`config.mk`:
```
export PLATFORM = sky130hd
export DESIGN_NAME = ppi_strobe_peer
export DESIGN_NICKNAME = d
export VERILOG_FILES = /design/src/rtl/ppi_strobe_peer.sv
export SDC_FILE = /design/constraint.sdc
export NUM_CORES = 1
export LEC_CHECK = 0
export ABC_AREA = 1
export BUFFER_PORTS_ARGS = -buffer_cell sky130_fd_sc_hd__buf_2
export CORE_MARGIN = 10
export CORE_UTILIZATION = 42
export CTS_BUF_LIST = sky130_fd_sc_hd__clkbuf_8
export DETAILED_ROUTE_END_ITERATION = 16
export GPL_ROUTABILITY_DRIVEN = 0
export MAX_ROUTING_LAYER = met4
export SETUP_SLACK_MARGIN = 0.1
export SYNTH_ARGS = -nofsm -noshare
export SYNTH_HDL_FRONTEND = slang
export SYNTH_SLANG_ARGS = --single-unit
```
`constraint.sdc`:
```
create_clock -name clk -period 2.5 [get_ports clk]
set_clock_uncertainty 0.15 [all_clocks]
set_input_delay 0.5 -clock clk [delete_from_list [all_inputs] [get_ports clk]]
set_output_delay 0.5 -clock clk [all_outputs]
set_load 0.05 [all_outputs]
```
`src/rtl/ppi_strobe_peer.sv`:
```
// Peripheral-side partner for an 8255 strobed port: ACKs PPI output bytes into an rx FIFO
// and strobes tx FIFO bytes into the PPI input latch, with a sticky wait-state timeout.

module ppi_strobe_fifo #(
  parameter int AW = 2
) (
  input  logic          clk,
  input  logic          rst,
  input  logic          push,
  input  logic [7:0]    din,
  input  logic          pop,
  output logic [7:0]    dout,
  output logic [AW:0]   level,
  output logic          full,
  output logic          empty
);
  logic [7:0]    mem [2**AW];
  logic [AW-1:0] wr_ptr;
  logic [AW-1:0] rd_ptr;
  logic          do_push;
  logic          do_pop;

  // level never exceeds 2^AW, so its top bit alone means full
  assign full    = level[AW];
  assign empty   = (level == '0);
  assign do_push = push && !full;
  assign do_pop  = pop && !empty;
  assign dout    = mem[rd_ptr];

  always_ff @(posedge clk) begin
    if (rst) begin
      wr_ptr <= '0;
      rd_ptr <= '0;
      level  <= '0;
    end else begin
      if (do_push) wr_ptr <= wr_ptr + 1'b1;
      if (do_pop)  rd_ptr <= rd_ptr + 1'b1;
      if (do_push && !do_pop)      level <= level + 1'b1;
      else if (do_pop && !do_push) level <= level - 1'b1;
    end
  end

  always_ff @(posedge clk) begin
    if (do_push) mem[wr_ptr] <= din;
  end
endmodule

module ppi_strobe_peer #(
  parameter int AW      = 2,
  parameter int ACK_W   = 2,
  parameter int SETUP   = 1,
  parameter int STB_W   = 2,
  parameter int HOLD    = 1,
  parameter int TIMEOUT = 255
) (
  input  logic          clk,
  input  logic          rst,
  input  logic          enable,
  input  logic [7:0]    pd_din,
  output logic [7:0]    pd_dout,
  output logic          pd_oe,
  input  logic          obf_n,
  output logic          ack_n,
  input  logic          ibf,
  output logic          stb_n,
  input  logic [7:0]    tx_data,
  input  logic          tx_valid,
  output logic          tx_ready,
  output logic [7:0]    rx_data,
  output logic          rx_valid,
  input  logic          rx_ready,
  output logic [AW:0]   tx_level,
  output logic [AW:0]   rx_level,
  output logic          busy,
  output logic          timeout_err,
  input  logic          clr_err
);
  typedef enum logic [2:0] {
    IDLE, RX_ACK, RX_WAIT, TX_SETUP, TX_STB, TX_HOLD, TX_WAIT
  } state_t;

  localparam logic [7:0] ACK_LAST   = 8'(ACK_W - 1);
  localparam logic [7:0] SETUP_LAST = 8'(SETUP - 1);
  localparam logic [7:0] STB_LAST   = 8'(STB_W - 1);
  localparam logic [7:0] HOLD_LAST  = 8'(HOLD - 1);
  localparam logic [7:0] TO_LAST    = 8'(TIMEOUT - 1);

  state_t     state;
  state_t     state_nxt;
  logic [7:0] cnt;
  logic       rx_push;
  logic       tx_pop;
  logic       to_hit;
  logic       rx_full;
  logic       rx_empty;
  logic       tx_full;
  logic       tx_empty;
  logic [7:0] tx_head;

  ppi_strobe_fifo #(.AW(AW)) u_rx_fifo (
    .clk   (clk),
    .rst   (rst),
    .push  (rx_push),
    .din   (pd_din),
    .pop   (rx_ready),
    .dout  (rx_data),
    .level (rx_level),
    .full  (rx_full),
    .empty (rx_empty)
  );

  ppi_strobe_fifo #(.AW(AW)) u_tx_fifo (
    .clk   (clk),
    .rst   (rst),
    .push  (tx_valid),
    .din   (tx_data),
    .pop   (tx_pop),
    .dout  (tx_head),
    .level (tx_level),
    .full  (tx_full),
    .empty (tx_empty)
  );

  assign tx_ready = !tx_full;
  assign rx_valid = !rx_empty;

  always_ff @(posedge clk) begin
    if (rst) state <= IDLE;
    else     state <= state_nxt;
  end

  // One counter serves both pulse widths and the wait-state timeout; it restarts on every state change.
  always_ff @(posedge clk) begin
    if (rst)                    cnt <= '0;
    else if (state_nxt != state) cnt <= '0;
    else if (cnt != 8'hff)      cnt <= cnt + 8'd1;
  end

  always_comb begin
    state_nxt = state;
    rx_push   = 1'b0;
    tx_pop    = 1'b0;
    to_hit    = 1'b0;
    case (state)
      IDLE: begin
        if (enable) begin
          if (!obf_n && !rx_full) begin
            state_nxt = RX_ACK;
          end else if (!tx_empty && !ibf) begin
            tx_pop    = 1'b1;
            state_nxt = (SETUP == 0) ? TX_STB : TX_SETUP;
          end
        end
      end
      RX_ACK: begin
        if (cnt == ACK_LAST) begin
          rx_push   = 1'b1;
          state_nxt = RX_WAIT;
        end
      end
      RX_WAIT: begin
        if (obf_n) begin
          state_nxt = IDLE;
        end else if (TIMEOUT != 0 && cnt == TO_LAST) begin
          to_hit    = 1'b1;
          state_nxt = IDLE;
        end
      end
      TX_SETUP: begin
        if (cnt == SETUP_LAST) state_nxt = TX_STB;
      end
      TX_STB: begin
        if (cnt == STB_LAST) state_nxt = (HOLD == 0) ? TX_WAIT : TX_HOLD;
      end
      TX_HOLD: begin
        if (cnt == HOLD_LAST) state_nxt = TX_WAIT;
      end
      TX_WAIT: begin
        if (ibf) begin
          state_nxt = IDLE;
        end else if (TIMEOUT != 0 && cnt == TO_LAST) begin
          to_hit    = 1'b1;
          state_nxt = IDLE;
        end
      end
      default: state_nxt = IDLE;
    endcase
  end

  always_ff @(posedge clk) begin
    if (rst)         pd_dout <= '0;
    else if (tx_pop) pd_dout <= tx_head;
  end

  always_ff @(posedge clk) begin
    if (rst)          timeout_err <= 1'b0;
    else if (to_hit)  timeout_err <= 1'b1;
    else if (clr_err) timeout_err <= 1'b0;
  end

  assign ack_n = (state != RX_ACK);
  assign stb_n = (state != TX_STB);
  assign pd_oe = (state == TX_SETUP) || (state == TX_STB) || (state == TX_HOLD);
  assign busy  = (state != IDLE);
endmodule

```
==> out/results.txt <==
status: complete, no violations
CP max stage delay: 0.39 ns
WS Path Type: register to output pin
Storage cell area: 0.002645 sq mm
P_leak: 2.024 nW
YS warnings: 0
drt drc: 0
Pint: 2.860 mW
ANT cells: 0
max-slew violation count: 0
Top Metal Used: met4
initial antenna violation count: 0
fin crit period: 2.273 ns
layout cell share with drive strength beyond 1: 18.93%
via count: 3039
CTS buffer count: 9
Hold Startpoint: pd_din[0]
Cell Pwr Density: 949.1 mW/mm^2
area occupied by multi-input gates: 0.001368 sq mm
vias in the first global route: 3017
combinational share of power: 33.8%
DR WL/cell: 13.55 microns
Iteration-0 DRC Markers: 151
Least-Margin Pin Slew: 0.4352 ns
crit path cell chain: buf_4, o21ai_0, o22ai_1, clkbuf_4
Routed Antenna Nets: 0
Clock power frac: 23.0%
P&R area growth vs syn: 17.30%
largest net degree at the start of global routing: 20
Post-Syn Nets: 474
CP Capture Type: output pin
Slowest cell on crit path: dfxtp_1
Yosys cell types: 26
Sw Share: 39.80%
Max Root-Sink Buffers: 2
Worst slew margin: 70.95%
Die ar.: 0.01459 sq mm
register bit total from synthesis: 100
initial core utilization: 43.45%
Pre-antenna DRT Iters: 5
commonest non-fill, non-tap cell in the layout: nor2_1
sequential element share of the synthesized area: 61.94%
FMAX: 439.9 MHz
worst hold endpoint: u_rx_fifo.mem[3][0]$_DFFE_PP_
Routed WL: 8670 microns
synthesized area: 0.004267 sq mm
Filler Cell Count: 958
DP Cell Count: 621
placed wire-length estimate: 6062 microns
first-pass GRT wire length: 14120 microns
unrepaired setup endpoints after global routing: no
hold depth: 1
non-filler instance count after layout: 640
wire length on met3: 339 microns
H-tree levels: 3
Core Box Area: 0.009819 sq mm
Worst EP arrival: 1.62 ns
Max-Cap Viols: 0
wire length on met1: 3881 microns
io pins: 53
Final #Nets: 542
Syn Inst Count: 434
syn_area_per_cell: 9.831 sq um
peak supply drop: 0.0004310 V
PortBufs: 52
floorplan die height: 120.8 microns
worst r2r dst: u_rx_fifo.level[2]$_SDFFE_PP0P_
# rows: 36
Reg clk slew, reported paths: 0.11 ns
CP Launch Type: register
final cycle utilization of the critical path: 90.93%
GRT overflow: 0
Sw Pwr: 1.890 mW
met2 routed WL: 4373 microns
most frequent cells in the layout: nor2_1, edfxtp_1, o21ai_0
CP Max Fanout: 16
Reg2Reg Depth: 13
clk sinks: 100
DIE WIDTH: 120.8 microns
CTS tree: done
Reg power frac: 43.1%
reg-to-reg startpoint: cnt[1]$_SDFFE_PP0P_
Hold Vio Cnt, Final: 0
Clock Latency Late Sink: 0.36 ns
Clk Tree Root Cell: clkbuf_8
final-report setup violation count: 0
global router's overall resource usage: 12.32%
sum of negative setup slack: 0 ns
Critical Path RT: 1.85 ns
worst hold path class: input pin to register
Reg2Reg Setup Slack: 0.24 ns
Vias per Instance: 4.748
==> cell families after synthesis <==
kind of cell | synth area share (%)
DFF | 61.94
adders and majority gates | 5.044
and+or+nand+nor | 13.81
AOI/OAI and AO/OA | 12.55
buffers and inverters | 6.246
xor gates and xnor gates | 0.4106
==> worst max-delay path by stage <==
stage	start	to
floorplan	u_tx_fifo.level[1]$_SDFFE_PP0P_	u_tx_fifo.level[1]$_SDFFE_PP0P_
global placement	cnt[1]$_SDFFE_PP0P_	u_rx_fifo.level[2]$_SDFFE_PP0P_
detailed placement	cnt[1]$_SDFFE_PP0P_	u_rx_fifo.level[2]$_SDFFE_PP0P_
CTS	cnt[1]$_SDFFE_PP0P_	u_rx_fifo.level[2]$_SDFFE_PP0P_
global route	cnt[1]$_SDFFE_PP0P_	u_rx_fifo.level[2]$_SDFFE_PP0P_
finish	register	rx_data[2]
==> layout make-up <==
type / instances / area share (%)
Tap cell: 133 / 3.325
Timing Repair Buffer: 68 / 7.900
Sequential cell: 100 / 52.85
Clock buffer: 9 / 2.475
Inverter: 57 / 4.350
Clock inverter: 7 / 1.775
Multi-Input combinational cell: 266 / 27.32
==> routing by layer <==
metal  up-vias  track usage (%)
met3         7            3.071
li1       1587                -
met1      1382            13.74
met2        63            20.76
met4         0            4.902
met5         -                -
==> what timing repair did <==
item,4_1_cts,5_1_grt
gates resized for setup,0,7
setup endpoints to repair,0,5
setup buffers,0,3
hold buffers,0,0
endpoints found under the hold margin,0,0
==> synthesized netlist by cell type <==
cell type / instances / area (sq um)
o21ai_1: 2 / 10.01
inv_2: 2 / 7.510
nand4_1: 2 / 12.51
fa_1: 2 / 40.04
buf_4: 3 / 22.52
a31oi_1: 8 / 50.05
nand2_2: 1 / 6.260
nand3_1: 6 / 30.03
clkinv_1: 1 / 3.750
o22ai_1: 8 / 50.05
ha_1: 14 / 175.2
nor3_2: 1 / 10.01
a211oi_1: 1 / 7.510
nor3_1: 4 / 20.02
o21a_1: 1 / 7.510
a21oi_1: 24 / 120.1
edfxtp_1: 64 / 1922
nor2_2: 1 / 6.260
nor3_4: 1 / 16.27
xor2_1: 2 / 17.52
o21ai_0: 58 / 290.3
inv_1: 54 / 202.7
dfxtp_1: 36 / 720.7
nor2_1: 84 / 315.3
nand2_1: 46 / 172.7
clkbuf_1: 8 / 30.03
==> state kept, by name, indices dropped and copies added, names as in the netlist, named ones only <==
name,cells
u_tx_fifo.wr_ptr,2
u_tx_fifo.rd_ptr,2
u_rx_fifo.rd_ptr,2
u_rx_fifo.wr_ptr,2
u_rx_fifo.mem,32
u_tx_fifo.mem,32
pd_dout,8
timeout_err,1
state,3
u_rx_fifo.level,3
u_tx_fifo.level,3
cnt,8
==> per-stage QoR <==
step,setup slack (ns),utilization [%],hold WS [ns],power [mW],area [sq um]
floorplan,0.1127,-,0.2863,3.268,4273
global placement,0.2678,48.32,0.3014,3.632,4745
detailed placement,0.1664,48.32,0.3122,3.660,4745
CTS,0.1546,50.48,0.1806,4.744,4957
global route,0.07330,50.97,0.1651,5.052,5005
finish,0.2268,50.97,0.1931,4.750,5005
==> power by group through the flow <==
stage / Sequential, mW / Clock, mW / Combinational [mW]
3_5_place_dp: 2.08 / 0 / 1.58
2_1_floorplan: 2.21 / 0 / 1.06
5_1_grt: 2.07 / 1.20 / 1.78
3_3_place_gp: 2.08 / 0 / 1.55
4_1_cts: 2.04 / 1.12 / 1.58
6_report: 2.05 / 1.09 / 1.61
==> worst max-delay path: cells and delay by family (launching register included) <==
family                 cells  cell delay [ns]
buffers and inverters      2             0.51
AOI/OAI and AO/OA          2             0.36
DFF                        1             0.39
No activity file was read; power rests on OpenSTA's default activity.
